$ cat config.mk
export PLATFORM = sky130hd
export DESIGN_NAME = conv_3x3
export DESIGN_NICKNAME = d
export VERILOG_FILES = /design/src/rtl/conv_pkg.sv /design/src/rtl/conv_kernel_mac.sv /design/src/rtl/conv_3x3.sv
export SDC_FILE = /design/constraint.sdc
export NUM_CORES = 1
export LEC_CHECK = 0
export BUFFER_PORTS_ARGS = -buffer_cell sky130_fd_sc_hd__buf_2
export CORE_MARGIN = 2
export CORE_UTILIZATION = 30
export DETAILED_ROUTE_END_ITERATION = 16
export HOLD_SLACK_MARGIN = 0.05
export PLACE_DENSITY = 0.51
export SLEW_MARGIN = 20
export SYNTH_ARGS = -nofsm -noshare
export SYNTH_HDL_FRONTEND = slang
export SYNTH_SLANG_ARGS = --single-unit
$ cat constraint.sdc
create_clock -name clk_in -period 11.7 [get_ports clk_in]
set_input_delay 1.755 -clock clk_in [delete_from_list [all_inputs] [get_ports clk_in]]
set_output_delay 1.755 -clock clk_in [all_outputs]
set_load 0.05 [all_outputs]
$ cat src/rtl/conv_pkg.sv
// Shared types, widths and the saturating pixel clamp for the 3x3 convolution block.
package conv_pkg;
  localparam int PIX_W = 7;
  localparam int ACC_W = 12;

  typedef enum logic [1:0] {
    IDENT = 2'd0,
    GAUSS = 2'd1,
    SHARP = 2'd2,
    SOBEL = 2'd3
  } kernel_t;

  typedef enum logic [1:0] {
    ST_IDLE,
    ST_ACTIVE,
    ST_FLUSH
  } line_state_t;

  typedef logic [2:0][PIX_W-1:0] col_t;
  typedef logic [2:0][2:0][PIX_W-1:0] win_t;

  localparam logic signed [ACC_W-1:0] PIX_MAX = 12'sd127;

  function automatic logic [PIX_W-1:0] clamp_pix(input logic signed [ACC_W-1:0] v);
    if (v[ACC_W-1]) return '0;
    if (v > PIX_MAX) return 7'd127;
    return v[PIX_W-1:0];
  endfunction
endpackage

$ cat src/rtl/conv_kernel_mac.sv
// Weighted 3x3 sums: S2 forms per-row/per-column partials, S3 combines, shifts/abs/clamps.
module conv_kernel_mac import conv_pkg::*; (
  input  logic             clk,
  input  logic             rst,
  input  logic             s2_en,
  input  logic             s3_en,
  input  kernel_t          kern_s1,
  input  kernel_t          kern_s2,
  input  win_t             win,
  output logic [PIX_W-1:0] pix_out
);
  logic signed [ACC_W-1:0] a_q, a_d, b_q, b_d, c_q, c_d;
  logic signed [ACC_W-1:0] row_top, row_mid, row_bot, col_lft, col_rgt, sum_g;
  logic [PIX_W-1:0]        pix_q, pix_d, res;

  function automatic logic signed [ACC_W-1:0] ext(input logic [PIX_W-1:0] p);
    return $signed({{(ACC_W-PIX_W){1'b0}}, p});
  endfunction

  function automatic logic signed [ACC_W-1:0] mag(input logic signed [ACC_W-1:0] v);
    return v[ACC_W-1] ? -v : v;
  endfunction

  // win[column][row]: column 0 is leftmost, row 2 is above the centre.
  always_comb begin
    row_top = ext(win[0][2]) + (ext(win[1][2]) <<< 1) + ext(win[2][2]);
    row_mid = ext(win[0][1]) + (ext(win[1][1]) <<< 1) + ext(win[2][1]);
    row_bot = ext(win[0][0]) + (ext(win[1][0]) <<< 1) + ext(win[2][0]);
    col_lft = ext(win[0][2]) + (ext(win[0][1]) <<< 1) + ext(win[0][0]);
    col_rgt = ext(win[2][2]) + (ext(win[2][1]) <<< 1) + ext(win[2][0]);
    a_d = a_q;
    b_d = b_q;
    c_d = c_q;
    if (s2_en) begin
      case (kern_s1)
        IDENT: begin
          a_d = ext(win[1][1]);
          b_d = '0;
          c_d = '0;
        end
        GAUSS: begin
          a_d = row_top;
          b_d = row_mid;
          c_d = row_bot;
        end
        SHARP: begin
          a_d = (ext(win[1][1]) <<< 2) + ext(win[1][1]) - ext(win[0][1]) - ext(win[2][1]);
          b_d = -(ext(win[1][2]) + ext(win[1][0]));
          c_d = '0;
        end
        default: begin
          a_d = col_rgt - col_lft;
          b_d = row_top - row_bot;
          c_d = '0;
        end
      endcase
    end
  end

  always_comb begin
    sum_g = (a_q + (b_q <<< 1) + c_q) >>> 4;
    case (kern_s2)
      IDENT:   res = clamp_pix(a_q);
      GAUSS:   res = clamp_pix(sum_g);
      SHARP:   res = clamp_pix(a_q + b_q);
      default: res = clamp_pix(mag(a_q) + mag(b_q));
    endcase
    pix_d = s3_en ? res : pix_q;
  end

  always_ff @(posedge clk or posedge rst) begin
    if (rst) begin
      a_q   <= '0;
      b_q   <= '0;
      c_q   <= '0;
      pix_q <= '0;
    end else begin
      a_q   <= a_d;
      b_q   <= b_d;
      c_q   <= c_d;
      pix_q <= pix_d;
    end
  end

  assign pix_out = pix_q;
endmodule

$ cat src/rtl/conv_3x3.sv
// 3x3 streaming convolution: column window with edge replication, end-of-line flush,
// tag pipeline aligned to the MAC, and a sticky overrun flag.
module conv_3x3 import conv_pkg::*; #(
  parameter int HRES = 320,
  parameter int VRES = 240
) (
  input  logic                  clk_in,
  input  logic                  rst_in,
  input  logic [2:0][PIX_W-1:0] line_buffer_in,
  input  logic [10:0]           hcount_in,
  input  logic [9:0]            vcount_in,
  input  logic                  data_valid_in,
  input  logic [1:0]            kernel_select_in,
  output logic [PIX_W-1:0]      pixel_out,
  output logic [10:0]           hcount_out,
  output logic [9:0]            vcount_out,
  output logic                  data_valid_out,
  output logic                  overrun_out
);
  localparam logic [10:0] H_LAST = 11'(HRES - 1);
  localparam logic [9:0]  V_LAST = 10'(VRES - 1);

  line_state_t state_q, state_d;
  logic        load_all, shift_en, flush_en, ovr_set;
  col_t        col_m, w0_q, w0_d, w1_q, w1_d, w2_q, w2_d;
  win_t        win;
  kernel_t     kern_q, kern_d, s1_kern_q, s1_kern_d, s2_kern_q;
  logic        s1_valid_q, s1_valid_d, s2_valid_q, dv_q;
  logic [10:0] s1_h_q, s1_h_d, s2_h_q, hout_q, hout_d;
  logic [9:0]  s1_v_q, s1_v_d, s2_v_q, vout_q, vout_d;
  logic        ovr_q;

  always_comb begin
    state_d = state_q;
    case (state_q)
      ST_IDLE:   if (data_valid_in && hcount_in == 11'd0) state_d = ST_ACTIVE;
      ST_ACTIVE: if (data_valid_in && hcount_in == H_LAST) state_d = ST_FLUSH;
      ST_FLUSH:  state_d = ST_IDLE;
      default:   state_d = ST_IDLE;
    endcase
  end

  // Without a line start (IDLE) the window is stale, so mid-line columns are ignored.
  always_comb begin
    load_all = 1'b0;
    shift_en = 1'b0;
    flush_en = 1'b0;
    ovr_set  = 1'b0;
    case (state_q)
      ST_IDLE:   load_all = data_valid_in && (hcount_in == 11'd0);
      ST_ACTIVE: begin
        if (data_valid_in) begin
          if (hcount_in == 11'd0)      load_all = 1'b1;
          else if (hcount_in <= H_LAST) shift_en = 1'b1;
        end
      end
      ST_FLUSH: begin
        flush_en = 1'b1;
        ovr_set  = data_valid_in;
      end
      default: ;
    endcase
  end

  always_comb begin
    col_m    = line_buffer_in;
    col_m[2] = (vcount_in == 10'd0) ? line_buffer_in[1] : line_buffer_in[2];
    col_m[0] = (vcount_in == V_LAST) ? line_buffer_in[1] : line_buffer_in[0];

    w0_d       = w0_q;
    w1_d       = w1_q;
    w2_d       = w2_q;
    s1_valid_d = 1'b0;
    s1_h_d     = s1_h_q;
    s1_v_d     = s1_v_q;
    s1_kern_d  = s1_kern_q;
    kern_d     = kern_q;
    if (load_all) begin
      w0_d = col_m;
      w1_d = col_m;
      w2_d = col_m;
      if (vcount_in == 10'd0) kern_d = kernel_t'(kernel_select_in);
    end
    if (shift_en) begin
      w0_d       = w1_q;
      w1_d       = w2_q;
      w2_d       = col_m;
      s1_valid_d = 1'b1;
      s1_h_d     = hcount_in - 11'd1;
      s1_v_d     = vcount_in;
      s1_kern_d  = kern_q;
    end
    // Flush keeps W2 as the right neighbour of the last column.
    if (flush_en) begin
      w0_d       = w1_q;
      w1_d       = w2_q;
      s1_valid_d = 1'b1;
      s1_h_d     = H_LAST;
    end

    hout_d = hout_q;
    vout_d = vout_q;
    if (s2_valid_q) begin
      hout_d = s2_h_q;
      vout_d = s2_v_q;
    end
  end

  always_ff @(posedge clk_in or posedge rst_in) begin
    if (rst_in) begin
      state_q    <= ST_IDLE;
      w0_q       <= '0;
      w1_q       <= '0;
      w2_q       <= '0;
      kern_q     <= IDENT;
      s1_valid_q <= 1'b0;
      s1_h_q     <= '0;
      s1_v_q     <= '0;
      s1_kern_q  <= IDENT;
      s2_valid_q <= 1'b0;
      s2_h_q     <= '0;
      s2_v_q     <= '0;
      s2_kern_q  <= IDENT;
      dv_q       <= 1'b0;
      hout_q     <= '0;
      vout_q     <= '0;
      ovr_q      <= 1'b0;
    end else begin
      state_q    <= state_d;
      w0_q       <= w0_d;
      w1_q       <= w1_d;
      w2_q       <= w2_d;
      kern_q     <= kern_d;
      s1_valid_q <= s1_valid_d;
      s1_h_q     <= s1_h_d;
      s1_v_q     <= s1_v_d;
      s1_kern_q  <= s1_kern_d;
      s2_valid_q <= s1_valid_q;
      s2_h_q     <= s1_h_q;
      s2_v_q     <= s1_v_q;
      s2_kern_q  <= s1_kern_q;
      dv_q       <= s2_valid_q;
      hout_q     <= hout_d;
      vout_q     <= vout_d;
      ovr_q      <= ovr_q | ovr_set;
    end
  end

  assign win = {w2_q, w1_q, w0_q};

  conv_kernel_mac u_mac (
    .clk     (clk_in),
    .rst     (rst_in),
    .s2_en   (s1_valid_q),
    .s3_en   (s2_valid_q),
    .kern_s1 (s1_kern_q),
    .kern_s2 (s2_kern_q),
    .win     (win),
    .pix_out (pixel_out)
  );

  assign hcount_out     = hout_q;
  assign vcount_out     = vout_q;
  assign data_valid_out = dv_q;
  assign overrun_out    = ovr_q;
endmodule
# Word-level counts from Yosys, hierarchy flattened
# Cells that the tools add are included.
# word_totals
regBits	181
input_bits	47
output_inout_bits	30
# classes
addsub	24
magnitude_cmp	5
n_eq_ne	10
n_mux	66
n_bitwise	1
reduce_logical	13
# op_table
operator	count
$mux W21	6
$mux W7	18
$pmux W12 S3	2
$add A12 B8 Y12	5
$add A12 B12 Y12	4
$add A7 B8 Y9	5
$gt A12 B8 Y1 const B	3
$mux W12	3
$neg A12 Y12	3
$mux W1	30
$sub A12 B12 Y12	2
$sub A12 B8 Y12	2
$mux W11	2
$pmux W7 S3	1
$eq A11 B9 Y1 const B	1
$le A11 B9 Y1 const B	1
$logic_not A11 Y1	1
$sub A11 B1 Y11 const B	1
$add A9 B7 Y10	1
$eq A10 B8 Y1 const B	1
$logic_not A10 Y1	1
$add A7 B7 Y8	1
$gt A8 B8 Y1 const B	1
$eq A2 B1 Y1 const B	3
other kinds (12)	21

# Logic depth before layout (Yosys ltp)
# Gate-level depths: netlist (run 1).
# logic_depth
ltp_word	10
mapped_depth	20
mapped_depth_nobuf	20

# Cells and area by module
# Synthesis (run 1) repeated with hierarchy kept, for this count alone.
# hier_totals
cells_unflattened	1349
area_unflattened_um2	13701.9
# modules_own_cells
mod	instances	cells_per_inst	area_each_um2
conv_kernel_mac	1	916	7897.6
conv_3x3	1	433	5804.3

# Worst setup path after synthesis (run 1)
# OpenSTA, ideal clock, no wires.
# synth_timing
path_type	register -> register
startpoint	reg w0_q[7] in the netlist's numbering
endpoint	reg u_mac.a_q[9]
setup_time_ns	0.077
arrival_ns	4.101
required_ns	11.623
setup_slack_ns	7.522
stages_incl_launch_ff	16
n_path_buf	0
synth_period_minus_slack_ns	4.178
cell_sequence	dfrtp_1 -> ha_1 -> fa_1 -> xor2_1 -> fa_1 -> inv_1 -> fa_1 -> ha_1 -> a21o_1 -> a31o_2 -> a211oi_1 -> nor2_1 -> o41a_1 -> nand2_1 -> or3b_2 -> a21oi_1
# synth_via
elab_chain_cells	4
# synth_lines
element	line_no	text
start: declaration	conv_3x3.sv:25	col_t col_m, w0_q, w0_d, w1_q, w1_d, w2_q, w2_d;
start signal: assignment	conv_3x3.sv:130	w0_q <= w0_d;
$add A7 B8 Y9	conv_kernel_mac.sv:29	col_lft = ext(win[0][2]) + (ext(win[0][1]) <<< 1) + ext(win[0][0]);
$add A12 B8 Y12	conv_kernel_mac.sv:29	
$sub A12 B12 Y12	conv_kernel_mac.sv:52	a_d = col_rgt - col_lft;
$pmux W12 S3 (*)	conv_kernel_mac.sv:35	case (kern_s1)
end signal: assignment	conv_kernel_mac.sv:73	a_q <= '0;
end signal: assignment	conv_kernel_mac.sv:78	a_q <= a_d;
end: declaration	conv_kernel_mac.sv:12	logic signed [ACC_W-1:0] a_q, a_d, b_q, b_d, c_q, c_d;
# Mark *: on every way between the ends. The rest lies on a longest branch, timed or not.
# A chain may end at the register's enable or synchronous reset.

# Final worst setup path (run 1)
# layout_timing
startpoint	reg w1_q[14] in the netlist's numbering
endpoint	reg u_mac.b_q[11]
# layout_via
elab_chain_cells	4
# layout_lines
element	line_no	text
start: declaration	conv_3x3.sv:25	
start signal: assignment	conv_3x3.sv:131	w1_q <= w1_d;
$add A7 B8 Y9	conv_kernel_mac.sv:26	row_top = ext(win[0][2]) + (ext(win[1][2]) <<< 1) + ext(win[2][2]);
$add A12 B8 Y12	conv_kernel_mac.sv:26	
$sub A12 B12 Y12	conv_kernel_mac.sv:53	b_d = row_top - row_bot;
$pmux W12 S3 (*)	conv_kernel_mac.sv:35	
end signal: assignment	conv_kernel_mac.sv:74	b_q <= '0;
end signal: assignment	conv_kernel_mac.sv:79	b_q <= b_d;
end: declaration	conv_kernel_mac.sv:12	
# Marks and branches as above.

==> summary.txt, run 1 <==
Status
  • Outcome: finished, final reports clean

Synth
  • Top-count cell post-synth: dfrtp_1
  • Synth top cells by count: dfrtp_1, ha_1, nor2_1
  • Dominant cell type by area after synthesis: dfrtp_1
  • Cell count after synthesis: 1477
  • Syn avg cell area: 9.439 um2
  • Mapped Area: 13940 um2
  • YS warnings: 0
  • Async S/R FF share, synth: 1.000
  • Ys flop type: dfrtp_1
  • Sequential-to-total area share from yosys stat: 0.3213
  • Netlist cell types: 76
  • Yosys top cell area share: 0.3213
  • Net count after synthesis: 1701
  • Synth top area cells: dfrtp_1, ha_1, fa_1
  • Number of synthesized flops with an enable pin: 0
  • Synth Register Bits: 179

Worst hold path
  • Min-delay worst type: register to register
  • Hold-critical path depth: 0

Timing
  • Finish-stage setup viols: 0
  • Slew Viols, Final: 0
  • RSZ-0062 raised after global routing: no
  • Min Tclk post-route: 4585 ps
  • WHS: 379.7 ps
  • Fin crit share: 0.3919
  • Setup WS post-layout: 7115 ps
  • Fmax: 0.2181 GHz
  • Final clock skew: 12.48 ps
  • TNS Setup: 0 ps
  • Slew headroom: 0.3198
  • Endpoints failing hold: 0
  • Worst-Margin Slew: 1008 ps

Layout
  • # nets final: 1757
  • Finished Cell Area: 15570 um2
  • Antenna Cells: 0
  • Final instance count without filler cells: 2146
  • Core Util, Final: 0.3417
  • Share of cells above drive strength 1: 0.1235
  • # fillers: 4696
  • Area Growth Syn to Fin: 11.70%

Power
  • Pwr per Cell Area: 108.6 nW/um2
  • Total power: 1.692 mW
  • Leakage power: 7.441 nW
  • Peak VDD IR: 0.09508 mV

Global route
  • Vias in the first global route: 10888
  • Gr ovfl total: 0
  • All-Layer GR Usage: 0.1676
  • Initial antenna violation count: 0
  • Largest net degree at the start of global routing: 104
  • Global-route wire length before repair: 61860 um

Clocking
  • CTS Buf Count: 17
  • Clk_lat worst skew: 460 ps
  • CTS hold repair buffers: 0
  • CTS Sinks: 179
  • CTS root buffer: clkbuf_16
  • H-tree lvl count: 4
  • Setup Fix Bufs, Post-CTS: 0
  • CTS tree: done
  • CTS clk-pin slew, worst paths: 80 ps
  • CTS Buffer Depth: 2
  • Cts repair resizes: 0

Placement
  • # port buffers: 76
  • Worst slack at placement: 6663 ps
  • Post-Place Cells: 2114
  • Cell Area, Placed: 14940 um2
  • Gpl congestion: 0.8667
  • DPL Wire Length: 30820 um

Floorplanning
  • Die area: 48210 um2
  • I/O pin cnt: 77
  • Floorplan core area: 45580 um2
  • Std-Cell Rows: 78
  • Die Width: 219.6 um
  • Die Ht: 219.6 um
  • Initial core utilization: 0.3059

Routing
  • Drt pass-1 iters: 5
  • Post-DR wirelength/cell: 18.09 um
  • Top layer used by detailed routing: met4
  • Antenna Nets Post-Route: 0
  • Met3 WL: 1068 um
  • Total number of vias: 10978
  • Met2 WL: 17430 um
  • Final wirelength: 38830 um
  • DRT met1 WL: 19550 um
  • Via density per instance: 5.116
  • Drc violations: 0
  • DR iter-0 viols: 662

Worst setup path
  • WP data arrival: 4920 ps
  • Crit Path Class: register to register
  • WP data required: 12030 ps
  • Worst-path maximum fanout: 4
  • Worst Reg-to-Reg Cells: 14
  • CP endpoint kind: register
  • Crit start category: register

Run
  • Max-Cap Viols: 0
==> final timing paths <==
kind / start / endpoint / slack [ps]
min reg2reg: s1_h_q[2] / s2_h_q[2] / 380
max in group asynchronous: rst_in / u_mac.pix_out[5] / 9150
min: s1_h_q[2] / s2_h_q[2] / 380
min in group asynchronous: rst_in / s2_h_q[1] / 1420
max: w1_q[14] / u_mac.b_q[11] / 7110
max reg2reg: w1_q[14] / u_mac.b_q[11] / 7110
==> flip-flops by register name, indices dropped and copies added (netlist names), 7 cells and up <==
signal	flops
w0_q	21
w1_q	21
w2_q	21
u_mac.a_q	12
u_mac.b_q	12
hcount_out	11
s1_h_q	11
s2_h_q	11
s1_v_q	10
s2_v_q	10
u_mac.c_q	10
vcount_out	10
u_mac.pix_out	7
==> worst max-delay path, stage by stage (launching register included) <==
cell and delay, ps:
dfrtp_1 440, ha_1 240, fa_1 420, a21o_1 190, a21oi_1 270, nor2b_1 110
o311ai_0 880, o21ai_0 400, xor2_1 270, ha_1 350, nand2_1 60, o31ai_1 360
a21oi_1 130, a31oi_1 220, o21ai_0 120
==> cells in the final DEF, fill, tap and decap left out, drive strengths merged, types with 6 or more instances in the layout <==
cell     synthesis  final
a211oi           8      8
xor2            34     34
xnor2           89     89
nand2b          13     13
or3             14     14
o21a            12     12
o2bb2ai         11     11
mux2            47     47
o21bai          11     11
o22ai           25     25
o211ai          16     16
dfrtp          179    179
a21o            25     25
a221o            9      9
mux4             7      7
nand4            6      6
and2            13     13
o41ai            7      7
mux2i           20     20
a31oi           16     16
o31ai           10     10
clkbuf          33     17
or2              7      7
nor2b           29     29
buf             13     83
nand2           81     81
o21ai           91     91
nor4             7      7
nor3b            7      7
ha             134    134
nand3           24     24
nor2           127    127
inv            109    119
fa              43     43
a21oi          118    118
nor3            22     22
==> kinds of logic (layout without fill, tap and decap cells) <==
logic type / Yosys count / after routing / share of synthesized area
compound gates: 398 / 398 / 0.1803
simple gates: 371 / 371 / 0.1321
flops: 179 / 179 / 0.3213
fa+ha+maj: 177 / 177 / 0.1820
buf+inv: 155 / 224 / 0.04335
xor+xnor: 123 / 123 / 0.07728
mux: 74 / 74 / 0.06363
==> where the power goes <==
part           total [mW]  switching, mW  internal (mW)
Clock               0.604          0.307          0.297
Combinational       0.433          0.249          0.184
Sequential          0.655         0.0231          0.632
==> layer usage <==
| metal | global-route usage | vias up |
|---|---|---|
| met2 | 0.2595 | 175 |
| met3 | 0.02319 | 29 |
| li1 | - | 5386 |
| met4 | 0.05391 | 0 |
| met1 | 0.2404 | 5388 |
| met5 | 0 | - |
==> cell type report <==
class | count | area, um2 | share of cell area
multi-input combinational | 1143 | 8860 | 0.5689
sequential | 179 | 4479 | 0.2876
tap | 600 | 750.7 | 0.04821
timing repair buffer | 83 | 436.7 | 0.02804
clock buffer | 17 | 425.4 | 0.02732
inverter | 109 | 419.2 | 0.02692
clock inverter | 15 | 201.4 | 0.01294
Power figures use the tool's default switching activity.
==> run 2, diff against run 1 <==
==> constraint.sdc (replaced) <==
create_clock -name clk_in -period 4.3 [get_ports clk_in]
set_input_delay 0.645 -clock clk_in [delete_from_list [all_inputs] [get_ports clk_in]]
set_output_delay 0.645 -clock clk_in [all_outputs]
set_load 0.05 [all_outputs]
==> run 2 against run 1 <==
Final cell count is 1.9% higher; critical path depth up 2; via count grew 1.0%; clock power grew to 2.7 times the previous value; core utilization increased by 0.94 points; hold slack lost 70 ps; fmax rose by 10%; non-clock buffer count up 40.
==> summary.txt, run 2 (same netlist as run 1, synthesis figures left out) <==
Power
  • Peak VDD IR: 0.2887 mV (+200%)
  • Total power: 4.712 mW (+180%)
  • Pwr per Cell Area: 294.5 nW/um2 (+170%)
  • Leakage power: 7.660 nW (+3.0%)

Routing
  • Drc violations: 0 (unchanged)
  • DR iter-0 viols: 749 (+13%)
  • Drt pass-1 iters: 6 (+1)
  • Post-DR wirelength/cell: 17.80 um (-1.6%)
  • Via density per instance: 5.073 (-0.83%)
  • Total number of vias: 11090 (+1.0%)
  • Antenna Nets Post-Route: 0 (unchanged)
  • Final wirelength: 38920 um (+0.24%)

Layout
  • Core Util, Final: 0.3511 (+0.009444)
  • Top Registers: w0_q: 21 flops, w1_q: 21 flops, w2_q: 21 flops
  • # nets final: 1797 (+2.3%)
  • Share of cells above drive strength 1: 0.1602 (+0.03661)
  • Area Growth Syn to Fin: 14.79%
  • Commonest non-fill, non-tap cell in the layout: dfrtp_1
  • Antenna Cells: 0 (unchanged)
  • Most frequent cells in the layout: dfrtp_1, ha_1, nor2_1, a21oi_1, inv_1
  • Finished Cell Area: 16000 um2 (+2.8%)

Clocking
  • CTS Buffer Depth: 2 (unchanged)
  • CTS Sinks: 179 (unchanged)
  • H-tree lvl count: 4 (unchanged)
  • CTS Buf Count: 17 (unchanged)
  • CTS tree: done
  • CTS root buffer: clkbuf_16
  • CTS hold repair buffers: 0 (unchanged)
  • CTS clk-pin slew, worst paths: 80 ps (about the same)
  • Clk_lat worst skew: 470 ps (about the same)

Floorplanning
  • Die Ht: 219.6 um (unchanged)
  • Die Width: 219.6 um (unchanged)
  • Die area: 48210 um2 (unchanged)
  • Initial core utilization: 0.3059 (unchanged)
  • Std-Cell Rows: 78 (unchanged)
  • I/O pin cnt: 77 (unchanged)
  • Floorplan core area: 45580 um2 (unchanged)

Run
  • Max-Cap Viols: 0 (unchanged)

Timing
  • Finish-stage setup viols: 0 (unchanged)
  • Slew headroom: 0.4200 (+0.1003)
  • RSZ-0062 raised after global routing: yes
  • TNS Setup: 0 ps (unchanged)
  • Slew Viols, Final: 0 (unchanged)
  • Setup WS post-layout: 146.8 ps (-6968 ps)
  • Endpoints failing hold: 0 (unchanged)
  • Fmax: 0.2408 GHz (+10%)
  • Fin crit share: 0.9659 (+0.5739)
  • Worst-Margin Slew: 866.8 ps (-140.8 ps)
  • Final clock skew: 15.89 ps (+3.417 ps)
  • Min Tclk post-route: 4153 ps (-432.3 ps)

Global route
  • Vias in the first global route: 10910 (+0.20%)
  • Global-route wire length before repair: 61350 um (-0.83%)
  • Initial antenna violation count: 0 (unchanged)
  • All-Layer GR Usage: 0.1653 (-0.002243)
  • Largest net degree at the start of global routing: 107 (+2.9%)
  • Gr ovfl total: 0 (unchanged)

Worst setup path
  • Crit path buf inv count: 2 (+2)
  • Crit-path slowest cell: fa_1
  • CP Cell Sequence: ha_2, inv_1, fa_2, xor2_1, fa_1, inv_1, fa_1, ha_4, a21o_1, a31o_2, a211oi_2, nor2_1, o41a_1, nand2_1, or3b_2, a21oi_2
  • Crit Path Class: register to register
  • WP data arrival: 4560 ps (-360 ps)
  • CP endpoint kind: register
  • WP data required: 4700 ps (-7330 ps)
  • Crit start category: register
  • Max incr delay on CP: 520 ps (-360 ps)
  • Worst-path maximum fanout: 2 (-2)
  • CP top delay family: adder cells

Worst hold path
  • Min-delay worst type: input port to async pin

Placement
  • DPL Wire Length: 30900 um (+0.27%)
  • # port buffers: 76 (unchanged)
  • Cell Area, Placed: 15240 um2 (+2.0%)
  • Gpl congestion: 0.8693 (+0.30%)
  • Worst slack at placement: -43.18 ps (-6706 ps)

Status
  • Outcome: finished, final reports clean
-- run 2: changes by cell type in the layout (fill, tap and decap cells not counted), sizes merged --
cell / before / now
inv: 119 / 114
clkinv: 5 / 9
clkinvlp: 0 / 1
buf: 83 / 123
-- run 2: where the power goes --
group | internal, mW | switching (mW) | total [mW] | leakage [nW]
registers | 1.72 | 0.0501 | 1.77 | 2.35
clock network | 0.799 | 0.838 | 1.64 | 0.302
logic | 0.579 | 0.726 | 1.31 | 5.01
-- run 2: worst paths after layout --
kind / startpoint / endpoint / slack, ps / cells past startpoint
max: w2_q[15] / u_mac.a_q[9] / 150 / 16
min: rst_in / vcount_out[5] / 310 / 3
max reg2reg: w2_q[15] / u_mac.a_q[9] / 150 / 16
min reg2reg: s1_h_q[2] / s2_h_q[2] / 370 / 0
max in group asynchronous: rst_in / w1_q[6] / 3450 / 3
min in group clk_in: s1_h_q[2] / s2_h_q[2] / 370 / 0
-- run 2: cell type report --
class	instances	area (um2)
inverters	109	415.4
repair buffers	123	758.2
multi-input cells	1143	8972
flip-flops and latches	179	4479
clock buffers	17	425.4
well taps	600	750.7
fillers	4589	29570
clock inverters	15	201.4
-- run 2: timing repair --
| item | 4_1_cts | 5_1_grt |
|---|---|---|
| endpoints found under the setup margin | 1 | 13 |
| pin swaps | 0 | 6 |
| buffers inserted | 0 | 3 |
| gates resized for setup | 2 | 27 |
-- run 2: metal layers --
metal  up-vias  global-route usage  wire length, um
met5         -                   0                0
met4         0             0.05302              855
met3        37             0.02181             1013
met2       181              0.2614            17570
met1      5406              0.2335            19480
li1       5466                   -                -
-- run 2: tightest hold or removal path: cells and delay by family --
family | cells | cell delay [ps]
buffers and inverters | 3 | 540
-- run 2: through the flow --
step,hold WS (ps),std cells
after floorplan,346.1,1477
after global placement,354.6,2151
after detailed placement,357.4,2151
after CTS,317.2,2183
after global routing,344.3,2186
final,310.0,2186
